--- config.mk ---
export PLATFORM = sky130hd
export DESIGN_NAME = cnt_arb
export DESIGN_NICKNAME = d
export VERILOG_FILES = /design/src/rtl/cnt_arb_pkg.sv /design/src/rtl/rr_pick.sv /design/src/rtl/cnt_arb.sv
export SDC_FILE = /design/constraint.sdc
export NUM_CORES = 1
export LEC_CHECK = 0
export BUFFER_PORTS_ARGS = -buffer_cell sky130_fd_sc_hd__buf_2
export CAP_MARGIN = 25
export CORE_MARGIN = 4
export CORE_UTILIZATION = 54
export DETAILED_ROUTE_END_ITERATION = 8
export MAX_ROUTING_LAYER = met4
export PLACE_DENSITY = 0.91
export SLEW_MARGIN = 20
export SYNTH_ARGS = -nofsm -noshare
export SYNTH_HDL_FRONTEND = slang
export SYNTH_SLANG_ARGS = --single-unit
--- constraint.sdc ---
create_clock -name sys_clk -period 3.45 [get_ports sys_clk]
set_input_delay 0.1725 -clock sys_clk [delete_from_list [all_inputs] [get_ports sys_clk]]
set_output_delay 0.1725 -clock sys_clk [all_outputs]
set_load 0.05 [all_outputs]
--- src/rtl/cnt_arb_pkg.sv ---
// rtl/cnt_arb_pkg.sv - shared FSM state encoding and default sizes for the counter arbiter
package cnt_arb_pkg;

  typedef enum logic [1:0] {
    IDLE = 2'd0,
    RUN  = 2'd1,
    DONE = 2'd2
  } state_t;

  localparam int DEF_WIDTH = 4;
  localparam int DEF_NREQ  = 4;

endpackage

--- src/rtl/rr_pick.sv ---
// rtl/rr_pick.sv - combinational round-robin pick, searching upward from ptr+1 with wrap
module rr_pick
  import cnt_arb_pkg::*;
#(
  parameter int NREQ = DEF_NREQ,
  parameter int IW   = $clog2(DEF_NREQ)
) (
  input  logic [NREQ-1:0] req,
  input  logic [IW-1:0]   ptr,
  output logic [NREQ-1:0] winner,
  output logic [IW-1:0]   idx,
  output logic            found
);

  logic [IW-1:0] w_cand;

  // The last owner (ptr) is visited last, so it only wins again when nobody else asks.
  always_comb begin
    winner = '0;
    idx    = '0;
    found  = 1'b0;
    w_cand = '0;
    for (int k = 1; k <= NREQ; k++) begin
      w_cand = IW'((int'(ptr) + k) % NREQ);
      if (!found && req[w_cand]) begin
        found          = 1'b1;
        winner[w_cand] = 1'b1;
        idx            = w_cand;
      end
    end
  end

endmodule

--- src/rtl/cnt_arb.sv ---
// rtl/cnt_arb.sv - round-robin arbiter lending one shared modulo counter to NREQ requesters
module cnt_arb
  import cnt_arb_pkg::*;
#(
  parameter int WIDTH = DEF_WIDTH,
  parameter int NREQ  = DEF_NREQ
) (
  input  logic                  sys_clk,
  input  logic                  sys_rst,
  input  logic [NREQ-1:0]       req,
  input  logic [NREQ*WIDTH-1:0] model_in,
  output logic [NREQ-1:0]       grant,
  output logic                  busy,
  output logic [WIDTH-1:0]      cnt,
  output logic [NREQ-1:0]       done
);

  localparam int IW = (NREQ > 1) ? $clog2(NREQ) : 1;

  state_t            r_state;
  state_t            w_next;
  logic [NREQ-1:0]   r_grant;
  logic [NREQ-1:0]   r_done;
  logic [IW-1:0]     r_idx;
  logic [IW-1:0]     r_ptr;
  logic [WIDTH-1:0]  r_cnt;
  logic [WIDTH-1:0]  r_m;
  logic [NREQ-1:0]   w_win;
  logic [IW-1:0]     w_win_idx;
  logic              w_found;
  logic [WIDTH-1:0]  w_win_m;
  logic              w_term;
  logic              w_abandon;

  rr_pick #(
    .NREQ (NREQ),
    .IW   (IW)
  ) u_pick (
    .req    (req),
    .ptr    (r_ptr),
    .winner (w_win),
    .idx    (w_win_idx),
    .found  (w_found)
  );

  assign w_win_m = model_in[w_win_idx*WIDTH +: WIDTH];
  // m == 0 wraps m-1 to all ones, giving the full 2^WIDTH modulus for free.
  assign w_term    = (r_cnt == (r_m - WIDTH'(1)));
  assign w_abandon = ~req[r_idx];

  always_ff @(posedge sys_clk or posedge sys_rst) begin
    if (sys_rst) r_state <= IDLE;
    else         r_state <= w_next;
  end

  always_comb begin
    w_next = r_state;
    case (r_state)
      IDLE:    if (w_found) w_next = RUN;
      RUN: begin
        if (w_abandon)   w_next = IDLE;
        else if (w_term) w_next = DONE;
      end
      DONE:    w_next = IDLE;
      default: w_next = IDLE;
    endcase
  end

  always_ff @(posedge sys_clk or posedge sys_rst) begin
    if (sys_rst) begin
      r_grant <= '0;
      r_done  <= '0;
      r_idx   <= '0;
      r_ptr   <= IW'(NREQ - 1);
      r_cnt   <= '0;
      r_m     <= '0;
    end else begin
      r_done <= '0;
      case (r_state)
        IDLE: begin
          r_cnt <= '0;
          if (w_found) begin
            r_grant <= w_win;
            r_idx   <= w_win_idx;
            r_m     <= w_win_m;
          end
        end
        RUN: begin
          // Abandon outranks a terminal count on the same edge.
          if (w_abandon) begin
            r_grant <= '0;
            r_cnt   <= '0;
            r_ptr   <= r_idx;
          end else if (w_term) begin
            r_grant <= '0;
            r_cnt   <= '0;
            r_done  <= r_grant;
          end else begin
            r_cnt <= r_cnt + WIDTH'(1);
          end
        end
        DONE: r_ptr <= r_idx;
        default: begin
          r_grant <= '0;
          r_cnt   <= '0;
        end
      endcase
    end
  end

  assign grant = r_grant;
  assign done  = r_done;
  assign cnt   = r_cnt;
  assign busy  = (r_state != IDLE);

endmodule

# Word-level counts from Yosys, hierarchy flattened
# Index checks and enable logic that the tools add are counted.
[word_totals]
reg_bits = 22
[op_classes]
add_sub_neg = 6
n_lt_le_gt_ge = 9
n_eq_ne = 6
n_shift = 1
mux = 46
n_bitwise = 4
n_reduce_logical = 17
[op_table]
columns = ["op", "count"]
rows = [
  ["4-bit 2-to-1 mux", 12],
  ["2-bit 2-to-1 mux", 8],
  ["16-bit by 5-bit indexed part select with 4-bit output", 1],
  ["2-bit by 3-bit < comparator with 1-bit output, second input constant", 5],
  ["1-bit 2-to-1 mux", 13],
  ["4-bit bitwise OR", 3],
  ["4-bit case mux with 3 select lines", 1],
  ["1-bit binary-select mux with 2-bit select", 5],
  ["1-bit demux with 2-bit select", 4],
  ["2-bit by 1-bit greater-or-equal comparator with 1-bit output, second input constant", 4],
  ["2-bit case mux with 2 select lines", 2],
  ["4-bit case mux with 2 select lines", 1],
  ["1-bit logical AND", 7],
  ["2-bit AND reduction", 3],
  ["2-bit by 1-bit adder with 2-bit output, second input constant", 2],
  ["2-bit adder, second input constant", 2],
  ["4-bit by 1-bit adder with 4-bit output, second input constant", 1],
  ["4-bit == test", 1],
  ["2-bit nonzero test", 2],
  ["4-bit by 1-bit subtractor with 4-bit output, second input constant", 1],
  ["1-bit zero test", 3],
  ["3-bit != test, second input constant", 1],
  ["3-bit AND reduction", 1],
  ["2-bit by 1-bit == test with 1-bit output, second input constant", 1],
  ["other kinds (5)", 5],
]

# Logic depth before layout (Yosys ltp)
# Gate-level depths: netlist of the first run.
[logic_depth]
word_depth = 15
depth_mapped = 11
depth_no_buf = 8

# By module
# Synthesis of the first run repeated with hierarchy kept, for this count alone.
[hier_totals]
hier_cells = 163
area_unflattened_um2 = 1662.8
[modules_own_cells]
columns = ["mod", "n_inst", "cells_per_inst", "area_per_inst_um2", "seq_area_each_um2"]
rows = [
  ["cnt_arb", 1, 95, 1137.3, 553.0],
  ["rr_pick", 1, 68, 525.5, 0.0],
]

# Least setup slack after synthesis of the first run
# No wires, ideal clock.
[synth_timing]
path_type = "reg2reg"
start = "register r_ptr[0]"
end = "register r_m[0]"
t_arrival_ns = 2.642
slack_ns = 0.670
path_stages_with_launch = 12
path_buffers = 4
path_cell_list = "dfstp_2 -> buf_6 -> inv_1 -> ha_1 -> buf_2 -> mux4_2 -> buf_6 -> nor2_4 -> o22a_2 -> buf_6 -> mux2i_1 -> o221ai_1"
[synth_between]
elab_chain_len = 14
elab_cells_between_ends = 28
classes_between = "4 x add/sub; 1 x shift; 16 x mux; 7 x reduce/logical"
[synth_rtl]
columns = ["element", "line", "source"]
rows = [
  ["from (decl)", "cnt_arb.sv:25", "logic [IW-1:0] r_ptr;"],
  ["from (signal assigned)", "cnt_arb.sv:74", "r_ptr <= IW'(NREQ - 1);"],
  ["from (signal assigned)", "cnt_arb.sv:93", "r_ptr <= r_idx;"],
  ["from (signal assigned)", "cnt_arb.sv:102", "DONE: r_ptr <= r_idx;"],
  ["2-bit by 1-bit adder with 2-bit output", "rr_pick.sv:24", "w_cand = IW'((int'(ptr) + k) % NREQ);"],
  ["1-bit binary-select mux with 2-bit select", "rr_pick.sv:25", "if (!found && req[w_cand]) begin"],
  ["1-bit 2-to-1 mux (implied by the code)", "rr_pick.sv:25", ""],
  ["1-bit 2-to-1 mux", "rr_pick.sv:25", ""],
  ["1-bit zero test", "rr_pick.sv:25", ""],
  ["1-bit logical AND", "rr_pick.sv:25", ""],
  ["1-bit 2-to-1 mux", "rr_pick.sv:25", ""],
  ["1-bit zero test", "rr_pick.sv:25", ""],
  ["1-bit logical AND", "rr_pick.sv:25", ""],
  ["1-bit 2-to-1 mux", "rr_pick.sv:25", ""],
  ["1-bit zero test", "rr_pick.sv:25", ""],
  ["1-bit logical AND", "rr_pick.sv:25", ""],
  ["2-bit 2-to-1 mux or 1-bit 2-to-1 mux (tied branches)", "rr_pick.sv:25", ""],
  ["16-bit by 5-bit indexed part select with 4-bit output or 2-bit AND reduction (tied branches)", "-", ""],
  ["to (signal assigned)", "cnt_arb.sv:85", "r_m <= w_win_m;"],
  ["to (decl)", "cnt_arb.sv:27", "logic [WIDTH-1:0] r_m;"],
]
# Parallel ways exist; a longest one is shown, timed or not. The select of a mux whose other input is x is not followed.
# A chain may end at the register's enable or synchronous reset.

# Final worst setup path of the first run
[layout_timing]
start = "register r_ptr[0]"
end = "register r_m[3]"
# Same word-level chain as after synthesis.

==> results_dict.tcl, run 1 <==
set metrics [dict create \
    setup_viol 0 \
    yosys-top-cells-area "dfrtp_1, mux2i_1, ha_1, mux4_2, dfstp_2" \
    post-route-period-util_pct 90.4 \
    cts.clk_slew.worst_paths_ps 120 \
    post-place-ws_ps 366 \
    cts_resized 0 \
    max_cap_violations 0 \
    netlist_top_cells_count "dfrtp_1, mux2i_1, nand2_1, ha_1, nor2_1" \
    crit_path_start_kind "flop" \
    row_count 19 \
    crit_type "flop to flop" \
    rsz0062_at_grt "no" \
    die_area_um2 3830 \
    synth_edf_count 0 \
    diodes 0 \
    max_freq_ghz 0.321 \
    peakVddDrop_uv 797 \
    synthesis.nets 188 \
    tightest_slew_ps 813 \
    end_kind "flop" \
    antenna_found_initial 0 \
    max_stage_delay_ps 730 \
    drive_gt1_share_pct 27.4 \
    postCtsHoldBufs 0 \
    wl_per_cell_um 14.9 \
    path_max_fanout 15 \
    cpMaxStageDelayCell "dfstp_2" \
    fin_tns_setup_ps 0 \
    cts_tree "yes" \
    drt-initial-drc-count 34 \
    yosysTopAreaCell "dfrtp_1" \
    grt_usage_pct 19.1 \
    path_cells "inv_1, ha_1, mux4_2, nor2_4, o22a_2, mux2i_1, o221ai_1" \
    drc 0 \
    core_area_um2 2760 \
    required_ps 3640 \
    final.setup_skew_ps 3.57 \
    fin_area_um2 1800 \
    synth_cell_types 38 \
    grt.met1_usage_pct 23.6 \
    reg2reg_from "r_ptr[0]" \
    ys_ff_latch 22 \
    synth_cells 156 \
    die_y_um 61.9 \
    cp-startpoint "r_ptr[0]" \
    viasPerCell 5.95 \
    ios 35 \
    fill_cells 222 \
    ys_warn_count 0 \
    grt_overflow 0 \
    cp_top_family "multiplexers" \
    synthArstFlopShare_pct 100 \
    hp-class "primary input to async pin" \
    cp_num_buf_inv 1 \
    finalHoldViolCount 20 \
    place_congestion 0.793 \
    p_per_area_nw_per_um2 1000 \
    htreeDepth 1 \
    syn_area_um2 1570 \
    cts-root-buf "clkbuf_4" \
    cts_setup_buffers 0 \
    io_buffers 34 \
    clk_latency_ps 310 \
    final_util_pct 65.2 \
    p_leak_nw 0.887 \
    slew_viol_final 0 \
    synth_flop_cell "dfrtp_1" \
    hold_ws_ps -7.69 \
    synth_top_area_share_pct 31.9 \
    arrival_ps 3310 \
    yosysMostFrequentCell "dfrtp_1" \
    vias 1314 \
    worst_slack_ps 331 \
    nets 223 \
    synthToLayoutAreaGrowth_pct 14.5 \
    gr-usage-met3_pct 5.58 \
    start_util_pct 56.9 \
    routed_wl_um 3300 \
    cts_buffers 3 \
    grt_pass1_wl_um 5270 \
    clockBufferDepth 2 \
    placed_cell_area_um2 1750 \
    status "complete, but fails checks" \
    met2_usage_pct 30.8 \
    violations "negative hold slack" \
    busiest_layer "met2" \
    grt_max_degree 23 \
    grt_pass1_vias 1181 \
    fin_crit_ps 3120 \
    dieWidth_um 61.9 \
    yosysSeqAreaShare_pct 35.2 \
    cts.sinks 22 \
    slew_headroom_pct 45.7 \
    first_pass_iters 4 \
    avgSynthCellArea_um2 10.1 \
    dp_hpwl_um 2450 \
    ant_nets 0 \
]
registers in the layout, summed over array words and instances, names as in the netlist:
signal	cells
r_ptr	2
r_m	4
r_idx	2
grant	4
cnt	4
r_state	2
done	4
kinds of logic after synthesis:
group	Yosys count	share of synthesized area [%]
adder cells (fa/ha/maj)	10	7.97
flip-flops	22	35.2
AND/OR/NAND/NOR	48	16.6
AO/OA/AOI/OAI	36	16.4
buffers and inverters	15	5.26
multiplexers	18	14.7
XOR/XNOR	7	3.90
placed cells by master, fill, tap and decap left out, types with 4 or more instances in the layout:
master     count
buf_2         34
dfrtp_1       20
mux2i_1       14
nand2_1       12
nor2_1        10
ha_1          10
inv_1          9
o21ai_0        8
xnor2_1        5
nor2b_1        5
and2_1         5
mux4_2         4
a22oi_1        4
a221oi_1       4
o2bb2ai_1      4
o221ai_1       4
metal layers:
metal | up-vias | share of wire [%]
li1 | 631 | -
met3 | 6 | 7.0
met1 | 628 | 42
met5 | - | 0
met2 | 49 | 50
met4 | 0 | 0.82
where the power goes:
part           internal, mW  total [mW]  switching (mW)  leakage, nW
Combinational         0.478        1.14           0.663        0.576
Sequential            0.352       0.462           0.110        0.283
Clock                 0.118       0.197          0.0794       0.0279
Total                 0.948        1.80           0.852        0.887
final cells by class:
type / count / area, um2 / share of cell area, %
Clock buffer: 3 / 22.5 / 1.25
Clock inverter: 1 / 30.0 / 1.67
Multi-Input combinational cell: 119 / 935 / 52.0
Inverter: 9 / 33.8 / 1.88
Sequential cell: 22 / 553 / 30.8
Tap cell: 31 / 38.8 / 2.16
Timing Repair Buffer: 36 / 185 / 10.3
worst paths after layout:
path,endpoint,slack [ps],cells past startpoint
min in group sys_clk,r_m[1],170,3
setup reg to reg,r_m[3],330,7
setup / recovery,r_m[3],330,7
max in group asynchronous,r_m[2],2960,2
hold / removal,done[3],-8,2
hold reg to reg,grant[3],520,1
stage by stage:
| step | hold WS [ps] | total power [mW] | std cells |
|---|---|---|---|
| floorplan | 160 | 1.42 | 156 |
| global placement | 361 | 1.56 | 217 |
| detailed placement | 362 | 1.59 | 217 |
| CTS | 13.2 | 1.80 | 221 |
| global route | 40.2 | 1.94 | 221 |
| finish | -7.69 | 1.80 | 221 |
(Power assumes the default switching activity.)
==> run 2, diff against run 1 <==
Settings changed: ABC_AREA set to 1, CORE_UTILIZATION 54 to 55.
==> run 2 against run 1 <==
Against the previous run: the flow still finishes with violations (negative hold slack); worst setup slack improved by 560 ps; sequential power fell by 2%; count of clock-buffer cells in the layout is the same; maximum frequency is 22% higher; synthesized area increased by 7.2%; critical path type unchanged; critical endpoint is now r_m[2]; largest cell class unchanged; largest power group unchanged; highest routed layer unchanged.
==> results_dict.tcl, run 2 <==
set metrics [dict create \
    viasPerCell 5.44 \
    first_pass_iters 4 \
    reg2reg_slack_ps 890 \
    cts_tree "yes" \
    max_cap_violations 0 \
    rsz0062_at_grt "no" \
    die_area_um2 4010 \
    cts_buffers 3 \
    drc 0 \
    diodes 0 \
    instances_no_fill 302 \
    vias 1643 \
    comb_power_share_pct 68.7 \
    cts-root-buf "clkbuf_4" \
    power.total_mw 2.05 \
    slew_viol_final 0 \
    synth_compound_area_share_pct 10.7 \
    clockBufferDepth 2 \
    reg2reg_from "r_ptr[0]" \
    arrival_ps 2760 \
    yosys-top-cells-area "dfrtp_1, nand2_1, inv_1, ha_1, nand3_1" \
    hp-class "primary input to async pin" \
    ios 35 \
    start_util_pct 59.5 \
    synth_top_family_by_area "simple AND/OR/NAND/NOR gates" \
    synth.area.mux_share_pct 0 \
    ys_warn_count 0 \
    final.setup_skew_ps 8.89 \
    finalHoldViolCount 20 \
    peakVddDrop_uv 653 \
    fin_crit_ps 2560 \
    die_y_um 63.3 \
    slew_headroom_pct 49.2 \
    netlist_top_cells_count "nand2_1, inv_1, nand3_1, dfrtp_1, nor2_1" \
    power.internal_mw 0.923 \
    post-place-ws_ps 959 \
    synth_flop_cell "dfrtp_1" \
    path_max_fanout 15 \
    postCtsHoldBufs 0 \
    clk_latency_ps 300 \
    fin_tns_setup_ps 0 \
    htreeDepth 1 \
    grt_usage_pct 19.4 \
    synthArstFlopShare_pct 100 \
    ys_ff_latch 22 \
    yosysTopAreaCell "dfrtp_1" \
    dp_cells 298 \
    setup_viol 0 \
    cts_setup_buffers 0 \
    hold_ws_ps -19.1 \
    reg2reg_depth 13 \
    io_buffers 34 \
    core_area_um2 2830 \
    avgSynthCellArea_um2 7.10 \
    final_common_cell "nand2_1" \
    status "complete, but fails checks" \
    seqPwrFrac_pct 21.9 \
    grt_pass1_wl_um 6330 \
    p_per_area_nw_per_um2 1080 \
    netSwitchingPower_mw 1.13 \
    post-route-period-util_pct 74.2 \
    drive_gt1_share_pct 21.4 \
    violations "negative hold slack" \
    routed_wl_um 3560 \
    endpoint "r_m[2]" \
    synth-xor-area-share_pct 2.60 \
    grt_overflow 0 \
    final_cell_mix "nand2_1, inv_1, buf_2, nand3_1, dfrtp_1" \
    synthToLayoutAreaGrowth_pct 13.5 \
    end_kind "flop" \
    r2r-end "r_m[2]" \
    place_congestion 0.962 \
    synth_edf_count 0 \
    synth_top_area_share_pct 29.7 \
    p_leak_nw 1.09 \
    dieWidth_um 63.3 \
    crit_type "flop to flop" \
    synth-simple-area-share_pct 35.7 \
    grt_max_degree 23 \
    required_ps 3650 \
    cts.clk_slew.worst_paths_ps 120 \
    syn_area_um2 1680 \
    worst_slack_ps 891 \
    dp_hpwl_um 2840 \
    cp-startpoint "r_ptr[0]" \
    wl_per_cell_um 11.8 \
    ant_nets 0 \
    cts.sinks 22 \
    pwr-share-clk_pct 9.3 \
    synthesis.nets 269 \
    antenna_found_initial 0 \
    nets 304 \
    row_count 19 \
    cts_resized 0 \
    max_freq_ghz 0.391 \
    synth_cells 237 \
    crit_path_start_kind "flop" \
    tightest_slew_ps 761 \
    yosysMostFrequentCell "nand2_1" \
    drt-initial-drc-count 73 \
    synth_cell_types 30 \
    switching_share_pct 55.0 \
    grt_pass1_vias 1526 \
    yosysSeqAreaShare_pct 32.9 \
    synthAdderAreaFrac_pct 7.43 \
]
==> run 2: critical path, stage by stage (launching register included) <==
cell and delay (ps):
dfstp_2 740, inv_2 190, ha_1 430, inv_2 70
nand3_1 90, nand2_1 120, o21ai_1 210, nand2_1 70
nand2_1 170, nand3_1 100, nand3_1 100, nand2_1 60
nand2_1 50, nand2_1 40
==> run 2: worst min path at each step <==
| stage | end | slack (ps) | cells after the start |
|---|---|---|---|
| 5_1_grt | done[0] | 50 | 2 |
| 4_1_cts | cnt[1] | 10 | 2 |
| 3_5_place_dp | cnt[1] | 350 | 2 |
| 3_3_place_gp | cnt[1] | 350 | 2 |
| 6_report | cnt[1] | -20 | 2 |
| 2_1_floorplan | cnt[0] | 160 | 1 |
==> run 2: through the flow <==
| step | hold slack [ps] | cell area, um2 | util [%] |
|---|---|---|---|
| final | -19.1 | 1910 | 67.5 |
| after detailed placement | 353 | 1860 | 65.6 |
| after global placement | 354 | 1860 | 65.6 |
| after CTS | 11.4 | 1910 | 67.5 |
| after floorplan | 160 | 1680 | - |
| after global routing | 51.8 | 1910 | 67.5 |
==> run 2: cells by family (layout without fill, tap and decap cells) <==
kind of cell    Yosys count  in the layout
compound gates           31             31
xor+xnor                  5              5
fa+ha+maj                10             10
buf+inv                  42             76
flops                    22             22
simple gates            127            127
==> run 2: area by class of cell <==
cell class / instances / area [um2]
well taps: 31 / 38.8
fillers: 227 / 920
inverters: 38 / 145
multi-input cells: 173 / 950
repair buffers: 34 / 170
clock buffers: 3 / 22.5
flip-flops and latches: 22 / 553
clock inverters: 1 / 30.0
==> run 2: power by group through the flow <==
stage          sequential, mW  combinational, mW  clock [mW]
6_report                0.451               1.41       0.191
5_1_grt                 0.471               1.59       0.207
4_1_cts                 0.449               1.40       0.194
3_5_place_dp            0.452               1.39           0
3_3_place_gp            0.448               1.35           0
2_1_floorplan           0.495               1.13           0
==> run 2: routing by layer <==
metal,GRT usage (%),up-vias,part of all wire [%]
met5,-,-,0
met4,4.04,0,1.5
met3,3.37,8,7.5
met2,33.2,73,48
met1,24.1,730,43
li1,-,832,-
==> run 3, diff against run 2 <==
Settings changed: ABC_AREA 1 to 0, CORE_UTILIZATION 55 to 54.
Clock period 3.45 ns to 2.5 ns, I/O delays scaled along.
==> run 3 against run 2 <==
Against the previous run: the run now ends clean; sequential share of layout area rose by 0.27 points; sequential power rose by 29%; count of clock-buffer cells in the layout unchanged; cell count down 24%; via count decreased by 18%; combinational power up 30%; maximum frequency is 5.7% higher; core utilization rose by 1.1 points; worst setup slack worse by 810 ps; largest cell class unchanged; largest power group unchanged.
==> results_dict.tcl, run 3 (synthesis gave the netlist of run 1 again) <==
set metrics [dict create \
    dp_cells 224 \
    final.setup_skew_ps 8.17 \
    post-route-period-util_pct 96.9 \
    cts_tree "yes" \
    final_common_cell "buf_2" \
    met2_usage_pct 35.3 \
    antenna_found_initial 0 \
    instances_no_fill 229 \
    io_buffers 34 \
    peakVddDrop_uv 971 \
    die_y_um 61.9 \
    cts_setup_buffers 0 \
    busiest_layer "met2" \
    dieWidth_um 61.9 \
    die_area_um2 3830 \
    status "finished, final reports clean" \
    path_cells "inv_1, ha_4, mux4_2, nor4_4, or2_2, or2_1, o221ai_1" \
    tightest_slew_ps 841 \
    crit_path_start_kind "flop" \
    drt-initial-drc-count 33 \
    crit_type "flop to flop" \
    setup_viol 0 \
    grt_pass1_wl_um 5710 \
    max_cap_violations 0 \
    place_congestion 0.817 \
    max_stage_delay_ps 600 \
    arrival_ps 2630 \
    path_max_fanout 4 \
    start_util_pct 56.9 \
    p_leak_nw 0.928 \
    slew_headroom_pct 43.9 \
    max_freq_ghz 0.413 \
    worst_slack_ps 77.8 \
    viasPerCell 5.89 \
    grt_max_degree 23 \
    vias 1348 \
    fin_crit_ps 2420 \
    synthToLayoutAreaGrowth_pct 20.5 \
    drc 0 \
    cp_num_buf_inv 1 \
    post-place-ws_ps 22.2 \
    clockBufferDepth 2 \
    regArea_um2 553 \
    diodes 0 \
    routed_wl_um 3750 \
    drive_gt1_share_pct 30.8 \
    gr-usage-met3_pct 3.10 \
    grt_pass1_vias 1267 \
    wl_per_cell_um 16.4 \
    p_per_area_nw_per_um2 1430 \
    ant_nets 0 \
    grt_overflow 0 \
    required_ps 2710 \
    slew_viol_final 0 \
    ios 35 \
    final_cell_mix "buf_2, dfrtp_1, mux2i_1, nand2_1, nor2_1" \
    clk_latency_ps 320 \
    cp_top_family "simple AND/OR/NAND/NOR gates" \
    multi_input_area_um2 966 \
    cts.clk_slew.worst_paths_ps 140 \
    htreeDepth 1 \
    power.total_mw 2.71 \
    hp-class "primary input to flop" \
    nets 231 \
    first_pass_iters 4 \
    dp_hpwl_um 2690 \
    cts_buffers 3 \
    rsz0062_at_grt "no" \
    fill_cells 212 \
    end_kind "flop" \
    finalHoldViolCount 0 \
    grt_usage_pct 20.8 \
    row_count 19 \
    cts-root-buf "clkbuf_4" \
    cts.sinks 22 \
    cpMaxStageDelayCell "mux4_2" \
    grt.met1_usage_pct 26.4 \
    core_area_um2 2760 \
]
## run 3: cell count changes in the layout (fill, tap and decap cells not counted), sizes merged, moves of 5 or more
cell / change
a21oi: -8
and2: +5
buf: +9
inv: -29
mux2i: +14
nand2: -62
nand3: -25
nor2b: +6
## run 3: tightest hold or removal path, stage by stage
cell	delay, ps
buf_2	70
mux2i_1	50
o221ai_1	160
## run 3: stage by stage
step,hold slack [ps],TNS (ps),utilization [%],cell area (um2)
6_report,119,0,68.6,1890
5_1_grt,129,0,68.6,1890
4_1_cts,115,0,67.5,1860
3_5_place_dp,325,0,65.2,1800
3_3_place_gp,319,0,65.2,1800
2_1_floorplan,113,-1310,-,1580
## run 3: power by group
part | switching, mW | leakage [nW] | total [mW] | internal [mW]
Sequential | 0.0992 | 0.283 | 0.583 | 0.483
Combinational | 1.06 | 0.617 | 1.84 | 0.784
Clock | 0.122 | 0.0279 | 0.284 | 0.162
Total | 1.28 | 0.928 | 2.71 | 1.43
## run 3: timing repair
action | 4_1_cts | 5_1_grt
hold buffers | 1 | 0
resized for setup | 0 | 4
setup endpoints to repair | 0 | 11
hold endpoints to repair | 20 | 0
## run 3: area by class of cell
class	instances	share of cell area [%]
Multi-Input combinational cell	119	51.1
Inverter	9	1.79
Tap cell	31	2.05
Sequential cell	22	29.2
Timing Repair Buffer	44	13.1
Clock buffer	3	1.19
Clock inverter	1	1.59
## run 3: per-layer routing
layer,routed length [um],vias up
met5,0,-
met4,44,0
met3,248,7
met2,1950,64
met1,1500,625
li1,-,652
## run 3: path summary, 6_finish.rpt
check	cells after the start	slack, ps	start	end
setup / recovery	7	80	r_ptr[0]	r_m[1]
hold / removal	3	120	model_in[7]	r_m[3]
setup reg to reg	7	80	r_ptr[0]	r_m[1]
hold reg to reg	1	520	grant[2]	grant[2]
max in group asynchronous	3	1490	sys_rst	r_m[2]
min in group asynchronous	3	490	sys_rst	done[3]
